<file path="src/rtl/uart_pkg.sv">
// Shared types for the UART receive path: FSM state encoding and the byte record
// that travels from the deserializer to the consumer together with its error flags.
package uart_pkg;

  localparam int UART_DATA_BITS = 8;

  typedef enum logic [2:0] {
    IDLE,
    START,
    DATA,
    PARITY,
    STOP,
    BREAK
  } rx_state_e;

  typedef struct packed {
    logic                      ferr;
    logic                      perr;
    logic [UART_DATA_BITS-1:0] data;
  } rx_byte_t;

  localparam int RX_BYTE_W = $bits(rx_byte_t);

endpackage

</file>
<file path="src/rtl/uart_rx_fifo.sv">
// Small output queue of received bytes; only used when UART_RX_FIFO_EN is defined.
// A push into a full queue is accepted when a pop happens in the same cycle.
module uart_rx_fifo
  import uart_pkg::*;
#(
  parameter int DEPTH = 8
) (
  input  logic                 clk,
  input  logic                 reset,
  input  logic                 in_valid,
  output logic                 in_ready,
  input  logic [RX_BYTE_W-1:0] in_data,
  output logic                 out_valid,
  input  logic                 out_ready,
  output logic [RX_BYTE_W-1:0] out_data
);

  localparam int AW = $clog2(DEPTH);

  rx_byte_t      mem [DEPTH];
  logic [AW:0]   wr_ptr;
  logic [AW:0]   rd_ptr;
  logic          full;
  logic          empty;
  logic          do_push;
  logic          do_pop;

  // Extra wrap bit distinguishes full from empty when the index bits match.
  assign full      = (wr_ptr[AW] != rd_ptr[AW]) && (wr_ptr[AW-1:0] == rd_ptr[AW-1:0]);
  assign empty     = (wr_ptr == rd_ptr);
  assign out_valid = ~empty;
  assign in_ready  = ~full | out_ready;
  assign do_push   = in_valid & in_ready;
  assign do_pop    = out_valid & out_ready;
  assign out_data  = mem[rd_ptr[AW-1:0]];

  always_ff @(posedge clk) begin
    if (reset) begin
      wr_ptr <= '0;
      rd_ptr <= '0;
      for (int i = 0; i < DEPTH; i++) begin
        mem[i] <= '0;
      end
    end else begin
      if (do_push) begin
        mem[wr_ptr[AW-1:0]] <= rx_byte_t'(in_data);
        wr_ptr              <= wr_ptr + 1'b1;
      end
      if (do_pop) begin
        rd_ptr <= rd_ptr + 1'b1;
      end
    end
  end

endmodule

</file>
<file path="src/rtl/uart_rx_frame.sv">
// UART receiver: 8E1 frames oversampled by a runtime divisor, bytes out on valid/ready.
// Define UART_RX_FIFO_EN for a FIFO_DEPTH-entry output queue; otherwise one holding register.
module uart_rx_frame
  import uart_pkg::*;
#(
  parameter int DIV_W      = 16,
  parameter int FIFO_DEPTH = 8
) (
  input  logic             clk,
  input  logic             reset,
  input  logic             rx,
  input  logic [DIV_W-1:0] divisor,
  output logic             out_valid,
  input  logic             out_ready,
  output logic [7:0]       out_data,
  output logic             out_perr,
  output logic             out_ferr,
  output logic             overrun,
  input  logic             overrun_clr,
  output logic             busy
);

  if (FIFO_DEPTH < 2 || (FIFO_DEPTH & (FIFO_DEPTH - 1)) != 0) begin : g_bad_depth
    $error("FIFO_DEPTH must be a power of two >= 2");
  end

  logic                      rx_meta;
  logic                      rx_s;
  logic                      rx_prev;
  rx_state_e                 state;
  rx_state_e                 state_next;
  logic [DIV_W-1:0]          cnt;
  logic [DIV_W-1:0]          cnt_next;
  logic [DIV_W-1:0]          div_lat;
  logic [DIV_W-1:0]          div_next;
  logic [2:0]                bit_idx;
  logic [2:0]                bit_next;
  logic [UART_DATA_BITS-1:0] shift;
  logic [UART_DATA_BITS-1:0] shift_next;
  logic                      perr_q;
  logic                      perr_next;
  logic                      tick;
  logic                      push;
  rx_byte_t                  push_byte;
  logic                      push_ready;
  rx_byte_t                  head;

  // The line idles high, so the synchronizer resets to 1 to avoid a fake start edge.
  always_ff @(posedge clk) begin
    if (reset) begin
      rx_meta <= 1'b1;
      rx_s    <= 1'b1;
      rx_prev <= 1'b1;
    end else begin
      rx_meta <= rx;
      rx_s    <= rx_meta;
      rx_prev <= rx_s;
    end
  end

  always_ff @(posedge clk) begin
    if (reset) begin
      state   <= IDLE;
      cnt     <= '0;
      div_lat <= '0;
      bit_idx <= '0;
      shift   <= '0;
      perr_q  <= 1'b0;
    end else begin
      state   <= state_next;
      cnt     <= cnt_next;
      div_lat <= div_next;
      bit_idx <= bit_next;
      shift   <= shift_next;
      perr_q  <= perr_next;
    end
  end

  assign tick = (cnt == '0);

  // Every sampling state counts down to zero and samples there; only the sample action differs.
  always_comb begin
    state_next = state;
    cnt_next   = cnt;
    div_next   = div_lat;
    bit_next   = bit_idx;
    shift_next = shift;
    perr_next  = perr_q;
    push       = 1'b0;
    push_byte  = '0;
    if (state != IDLE && state != BREAK && !tick) begin
      cnt_next = cnt - DIV_W'(1);
    end
    case (state)
      IDLE: begin
        if (rx_prev && !rx_s) begin
          div_next   = divisor;
          cnt_next   = divisor >> 1;
          state_next = START;
        end
      end
      START: begin
        if (tick) begin
          if (rx_s) begin
            state_next = IDLE;
          end else begin
            cnt_next   = div_lat - DIV_W'(1);
            bit_next   = '0;
            state_next = DATA;
          end
        end
      end
      DATA: begin
        if (tick) begin
          shift_next = {rx_s, shift[UART_DATA_BITS-1:1]};
          cnt_next   = div_lat - DIV_W'(1);
          if (bit_idx == 3'(UART_DATA_BITS - 1)) begin
            state_next = PARITY;
          end else begin
            bit_next = bit_idx + 3'd1;
          end
        end
      end
      PARITY: begin
        if (tick) begin
          perr_next  = rx_s ^ (^shift);
          cnt_next   = div_lat - DIV_W'(1);
          state_next = STOP;
        end
      end
      STOP: begin
        if (tick) begin
          push           = 1'b1;
          push_byte.ferr = ~rx_s;
          push_byte.perr = perr_q;
          push_byte.data = shift;
          state_next     = rx_s ? IDLE : BREAK;
        end
      end
      BREAK: begin
        if (rx_s) begin
          state_next = IDLE;
        end
      end
      default: state_next = IDLE;
    endcase
  end

`ifdef UART_RX_FIFO_EN
  logic [RX_BYTE_W-1:0] fifo_head;

  uart_rx_fifo #(
    .DEPTH (FIFO_DEPTH)
  ) u_fifo (
    .clk       (clk),
    .reset     (reset),
    .in_valid  (push),
    .in_ready  (push_ready),
    .in_data   (push_byte),
    .out_valid (out_valid),
    .out_ready (out_ready),
    .out_data  (fifo_head)
  );

  assign head = rx_byte_t'(fifo_head);
`else
  rx_byte_t hold;
  logic     hold_valid;

  assign push_ready = ~hold_valid | out_ready;

  // A new byte may replace the held one in the cycle it is being consumed.
  always_ff @(posedge clk) begin
    if (reset) begin
      hold       <= '0;
      hold_valid <= 1'b0;
    end else if (push && push_ready) begin
      hold       <= push_byte;
      hold_valid <= 1'b1;
    end else if (hold_valid && out_ready) begin
      hold_valid <= 1'b0;
    end
  end

  assign out_valid = hold_valid;
  assign head      = hold;
`endif

  // Set has priority so a drop coinciding with a clear is never lost.
  always_ff @(posedge clk) begin
    if (reset) begin
      overrun <= 1'b0;
    end else if (push && !push_ready) begin
      overrun <= 1'b1;
    end else if (overrun_clr) begin
      overrun <= 1'b0;
    end
  end

  assign out_data = head.data;
  assign out_perr = head.perr;
  assign out_ferr = head.ferr;
  assign busy     = (state != IDLE);

endmodule

</file>
<file path="config.mk">
export PLATFORM = sky130hd
export DESIGN_NAME = uart_rx_frame
export DESIGN_NICKNAME = d
export VERILOG_FILES = /design/src/rtl/uart_pkg.sv /design/src/rtl/uart_rx_fifo.sv /design/src/rtl/uart_rx_frame.sv
export SDC_FILE = /design/constraint.sdc
export NUM_CORES = 1
export LEC_CHECK = 0
export ABC_AREA = 1
export CORE_AREA = 5 5 88 90
export DETAILED_ROUTE_END_ITERATION = 10
export DIE_AREA = 0 0 93 95
export GPL_ROUTABILITY_DRIVEN = 0
export PLACE_DENSITY = 0.66
export SYNTH_ARGS = -nofsm -noshare
export SYNTH_HDL_FRONTEND = slang
export SYNTH_HIERARCHICAL = 1
export SYNTH_SLANG_ARGS = --single-unit
</file>
<file path="constraint.sdc">
create_clock -name clk -period 2.3 [get_ports clk]
set_input_delay 0.345 -clock clk [delete_from_list [all_inputs] [get_ports clk]]
set_output_delay 0.345 -clock clk [all_outputs]
set_load 0.01 [all_outputs]
</file>
# Word-level counts from Yosys, hierarchy flattened
# Cells that the tools add are included.
[totals] out_inout_bits=13 wordCells=88 inputBits=21 register_bits=62
[op_classes] n_eq_ne=16 n_reduce_logical=22 bitwise=4 add_sub_neg=3 n_mux=29
[ops] cell="16-bit two-way mux" n=5
[ops] cell="16-bit one-hot mux with 3 select lines" n=1
[ops] cell="3-bit two-way mux" n=12
[ops] cell="16-bit by 1-bit subtractor with 16-bit output (second input constant)" n=2
[ops] cell="10-bit two-way mux" n=2
[ops] cell="2-bit != test (second input constant)" n=9
[ops] cell="3-bit one-hot mux with 6 select lines" n=1
[ops] cell="16-bit zero test" n=1
[ops] cell="3-bit == test (second input constant)" n=3
[ops] cell="8-bit parity" n=1
[ops] cell="7-bit AND reduction" n=1
[ops] cell="3-bit by 2-bit == test with 1-bit output (second input constant)" n=2
[ops] cell="1-bit logical AND" n=6
[ops] cell="1-bit two-way mux" n=6
[ops] cell="3-bit one-hot mux with 2 select lines" n=1
[ops] cell="2-bit AND reduction" n=3
[ops] cell="2-bit nonzero test" n=3
[ops] cell="5-bit AND reduction" n=1
[ops] cell="3-bit by 1-bit adder with 3-bit output (second input constant)" n=1
[ops] cell="3-bit by 1-bit == test with 1-bit output (second input constant)" n=1
[ops] cell="1-bit zero test" n=3
[ops] cell="3-bit zero test" n=1
[ops] cell="3-bit != test (second input constant)" n=1
[ops] cell="3-bit nonzero test" n=1
[ops] cell="other kinds (5)" n=6

# Depth between registers and ports, before layout
[logic_depth] word_depth=7 ltp_mapped=12 ltp_nobuf=12

# Least setup slack after synthesis
# No wires, ideal clock.
[synth_path] path_type="register to register" start="register cnt[0]" end="register cnt[0]" synth_period_minus_slack_ns=1.580 path_stages_with_launch=11 arrival_ns=1.452 t_required_ns=2.172 n_path_buf=1 setup_ns=0.128 slack_ns=0.720 path_cell_list="dfxtp_1 -> inv_1 -> ha_1 -> nand2_1 -> nor2_1 -> nand2_2 -> o21ai_4 -> nand3_4 -> buf_6 -> a31oi_1 -> nor2_1"
[synth_between] elab_chain_len=7 word_cells_on_any_way=10 classes_between="add/sub: 1; mux: 6; reduce/logical: 3"
[synth_rtl] element="start, declared" line="uart_rx_frame.sv:32" source="logic [DIV_W-1:0] cnt;"
[synth_rtl] element="start signal, assigned" line="uart_rx_frame.sv:71" source="cnt <= cnt_next;"
[synth_rtl] element="parallel branches: the longest is 6 deep, another holds 16-bit by 1-bit subtractor with 16-bit output"
[synth_rtl] element="16-bit one-hot mux with 3 select lines (*)" line="uart_rx_frame.sv:94" source="case (state)"
# Mark *: on every way between the ends.
# A chain may end at the register's enable or synchronous reset.

# Worst setup path in the final report
[layout_path] start="register state[0]" end="output busy"
[layout_between] elab_chain_len=1
[layout_rtl] element="start, declared" line="uart_rx_frame.sv:30" source="rx_state_e state;"
[layout_rtl] element="start signal, assigned" line="uart_rx_frame.sv:70" source="state <= state_next;"
[layout_rtl] element="3-bit nonzero test" line="uart_rx_frame.sv:203" source="assign busy = (state != IDLE);"
[layout_rtl] element="end, declared" line="uart_rx_frame.sv:20" source="output logic busy"
# Every way passes these cells.

==> out/metrics.csv <==
stage,metric,value,unit
synth,share of the synthesized area in the top cell type,37.29,%
synth,YS warnings,6,
sta,relative slew slack,65.65,%
sta,RSZ-0062 raised after global routing,false,
grt,first-pass GRT wire length,13280,um
synth,Synth cell types,33,
drt,vias per cell,5.154,
drt,WL/cell,12.71,um
worst_setup_path,CP Cell Sequence,"inv_1, nand2_1, nor2_2, inv_1, clkdlybuf4s50_1",
synth,Gate Count Post-Synth,483,
power,PD cells,1084,mW/mm^2
floorplanning,die height,95,um
run,Max Cap Violations,0,
worst_setup_path,"Data required, critical path",1.96,ns
cts,TritonCTS clock tree,built,
cts,Root Driver,clkbuf_8,
worst_setup_path,endpoint class of the critical path,primary output,
sta,Worst Clk Skew,0.01127,ns
worst_setup_path,Setup CP Type,reg -> out,
sta,Final Max Slew Viols,0,
power,Max VDD drop,0.4864,mV
floorplanning,# rows,31,
floorplanning,Initial Util,47.67,%
worst_setup_path,"most used cell, CP",inv_1,
min_path,Hold EP,rx_s,
synth,predominant post-synthesis flop cell,dfxtp_1,
min_path,min-delay worst type,reg -> reg,
min_path,Hold Path Origin,rx_meta,
synth,sequential fraction of the synthesis area,37.29,%
sta,final worst slack,0.2793,ns
cts,Post-CTS Hold Fix Bufs,0,
drt,initial DRC count,148,
drt,"antenna viol nets, final",0,
cts,postcts setup bufs,0,
cells_and_area,"non-filler cells, final",604,
synth,Synth Area per Inst,6.891,um^2
sta,# setup viols final,0,
cts,clk_lat worst skew,0.33,ns
worst_setup_path,FF-to-FF setup slack,0.41,ns
synth,Post-synth EDFFs,0,
synth,asr flop ratio synth,0,%
cells_and_area,final core utilization,56.02,%
sta,fmax,494.9,MHz
cts,post-cts sizing count,0,
worst_setup_path,Setup crit start kind,register,
placed_design,I/O Buffers,33,
worst_setup_path,Crit-path slowest cell,clkdlybuf4s50_1,
grt,GR Util All Layers,18.82,%
placed_design,dpl cells,589,
worst_setup_path,family with the most delay on the worst path,buffers and inverters,
cts,Max clock buf depth,2,
synth,"top cells by area, synth","dfxtp_1, nand2_1, a21oi_1",
cells_and_area,diodes inserted,0,
drt,number of remaining DRC errors,0,
worst_setup_path,reg2reg path depth,10,
sta,post-layout minimum cycle time,2.021,ns
cells_and_area,P&R area growth vs syn,17.52,%
cells_and_area,share of cells above drive strength 1,8.621,%
cells_and_area,multi-input logic area,0.001775,mm^2
sta,Final Hold Viols,0,
worst_setup_path,CP Max Fanout,4,
cts,Sink Count,62,
floorplanning,core area,0.006982,mm^2
run_status,status,"complete, no violations",
cells_and_area,storage element area,0.001241,mm^2
worst_setup_path,worst r2r src,cnt[0],
synth,"flops & latches, synth",62,
cts,cts bufs inserted,9,
grt,overflow left after global routing,0,
synth,Syn Std Cell Area,0.003328,mm^2
placed_design,DP HPWL,5690,um
power,LEAKAGE,0.001655,uW
sta,Worst Tran Pin Value,0.5113,ns
floorplanning,full die area,0.008835,mm^2
synth,top cell type by total area after synthesis,dfxtp_1,
sta,setup TNS,0,ns
floorplanning,Die W,93,um
worst_setup_path,stages on the worst setup path,5,
cts,"Clk pin slew, worst setup/hold paths",0.07,ns
drt,drt pass-1 iters,6,
cts,H-tree levels,3,
worst_setup_path,CP max stage delay,0.49,ns
grt,largest net degree at the start of global routing,28,
cells_and_area,# fillers,688,
drt,WL final,7675,um
floorplanning,io pins,34,
cells_and_area,Layout Nets,544,
worst_setup_path,worst reg2reg path endpoint,cnt[9],
synth,syn_nets,509,
worst_setup_path,Buffers & Inverters on Critical Path,3,
sta,final critical-path share of the clock period,87.86,%
worst_setup_path,"Arr. time, crit path",1.68,ns
grt,antenna violations before repair,0,
placed_design,pre-CTS setup slack,0.4158,ns
drt,via count,3113,
grt,vias in the first global route,2991,
min_path,WHS Path Cells,1,
cell type report:
cell class                 count  area share, %
clock buffer                  10          3.263
clock inverter                 5          1.919
inverter                      63          6.046
multi-input combinational    346          45.39
sequential                    62          31.73
tap                           82          2.623
timing repair buffer          36          9.021
worst max path at each step:
stage                   from      to  slack, ns
floorplan             cnt[0]  cnt[0]       0.72
global placement      cnt[0]  cnt[9]       0.43
detailed placement    cnt[0]  cnt[9]       0.42
CTS                 state[0]    busy       0.26
global route        state[0]    busy       0.16
finish              state[0]    busy       0.28
per-stage QoR:
step	total power [uW]	area (um^2)	hold WS (ns)
finish	4241	3911	0.4107
global route	4620	3911	0.4260
CTS	4272	3911	0.4122
detailed placement	3241	3709	0.3953
global placement	3217	3709	0.3918
floorplan	2819	3328	0.3895
power by group:
part	total [uW]	internal, uW	switching [uW]
clock	1010	599	412
combinational	1870	703	1160
sequential	1360	1240	128
per-layer routing:
layer	GRT usage (%)	up-vias	routed length (um)
li1	-	1639	-
met5	0	-	0
met4	7.326	0	118
met2	32.09	49	3680
met3	3.745	11	278
met1	23.39	1414	3597
registers in the layout (all words and copies together), names as in the netlist, 3 cells and up:
name,flops
shift,8
cnt,16
out_data,8
div_lat,16
bit_idx,3
state,3
cells in the mapped netlist (7+ instances only):
master   instances
nand3_1         34
nor2_2           7
a21oi_1         49
a31oi_1          8
nor2_1          44
xnor2_1          7
xor2_1           7
nand2_1        107
nand4_1          7
o21ai_0         35
dfxtp_1         62
inv_1           58
logic make-up (layout without fill, tap and decap cells):
| family | after synthesis | after routing | synth area share [%] |
|---|---|---|---|
| AOI/OAI and AO/OA | 108 | 108 | 17.97 |
| xor gates and xnor gates | 14 | 14 | 3.684 |
| adders and majority gates | 5 | 5 | 1.880 |
| buffers and inverters | 75 | 114 | 9.361 |
| DFF | 62 | 62 | 37.29 |
| and+or+nand+nor | 219 | 219 | 29.81 |
cell usage in the layout (no fill, tap or decap):
cell type and instances:
o21ai_1 1, xnor2_1 7, o21ai_0 35, ha_1 5, inv_1 58, o21ai_2 1
nor3_1 4, clkinv_2 3, a21boi_0 1, nand3_4 1, bufinv_16 2, nand3b_4 1
a21o_1 1, a211oi_1 3, nand3_1 34, o21bai_1 3, o21ai_4 1, a21oi_1 49
nand4_1 7, clkdlybuf4s50_1 33, clkbuf_8 9, or2_2 4, dfxtp_1 62, inv_2 5
nand2_2 4, nor2_4 4, a31oi_1 8, clkbuf_1 1, nor2_1 44, o21a_1 5
nand2_1 107, buf_4 3, xor2_1 7, nand3b_1 2, nor2_2 7
(Power assumes the default switching activity.)
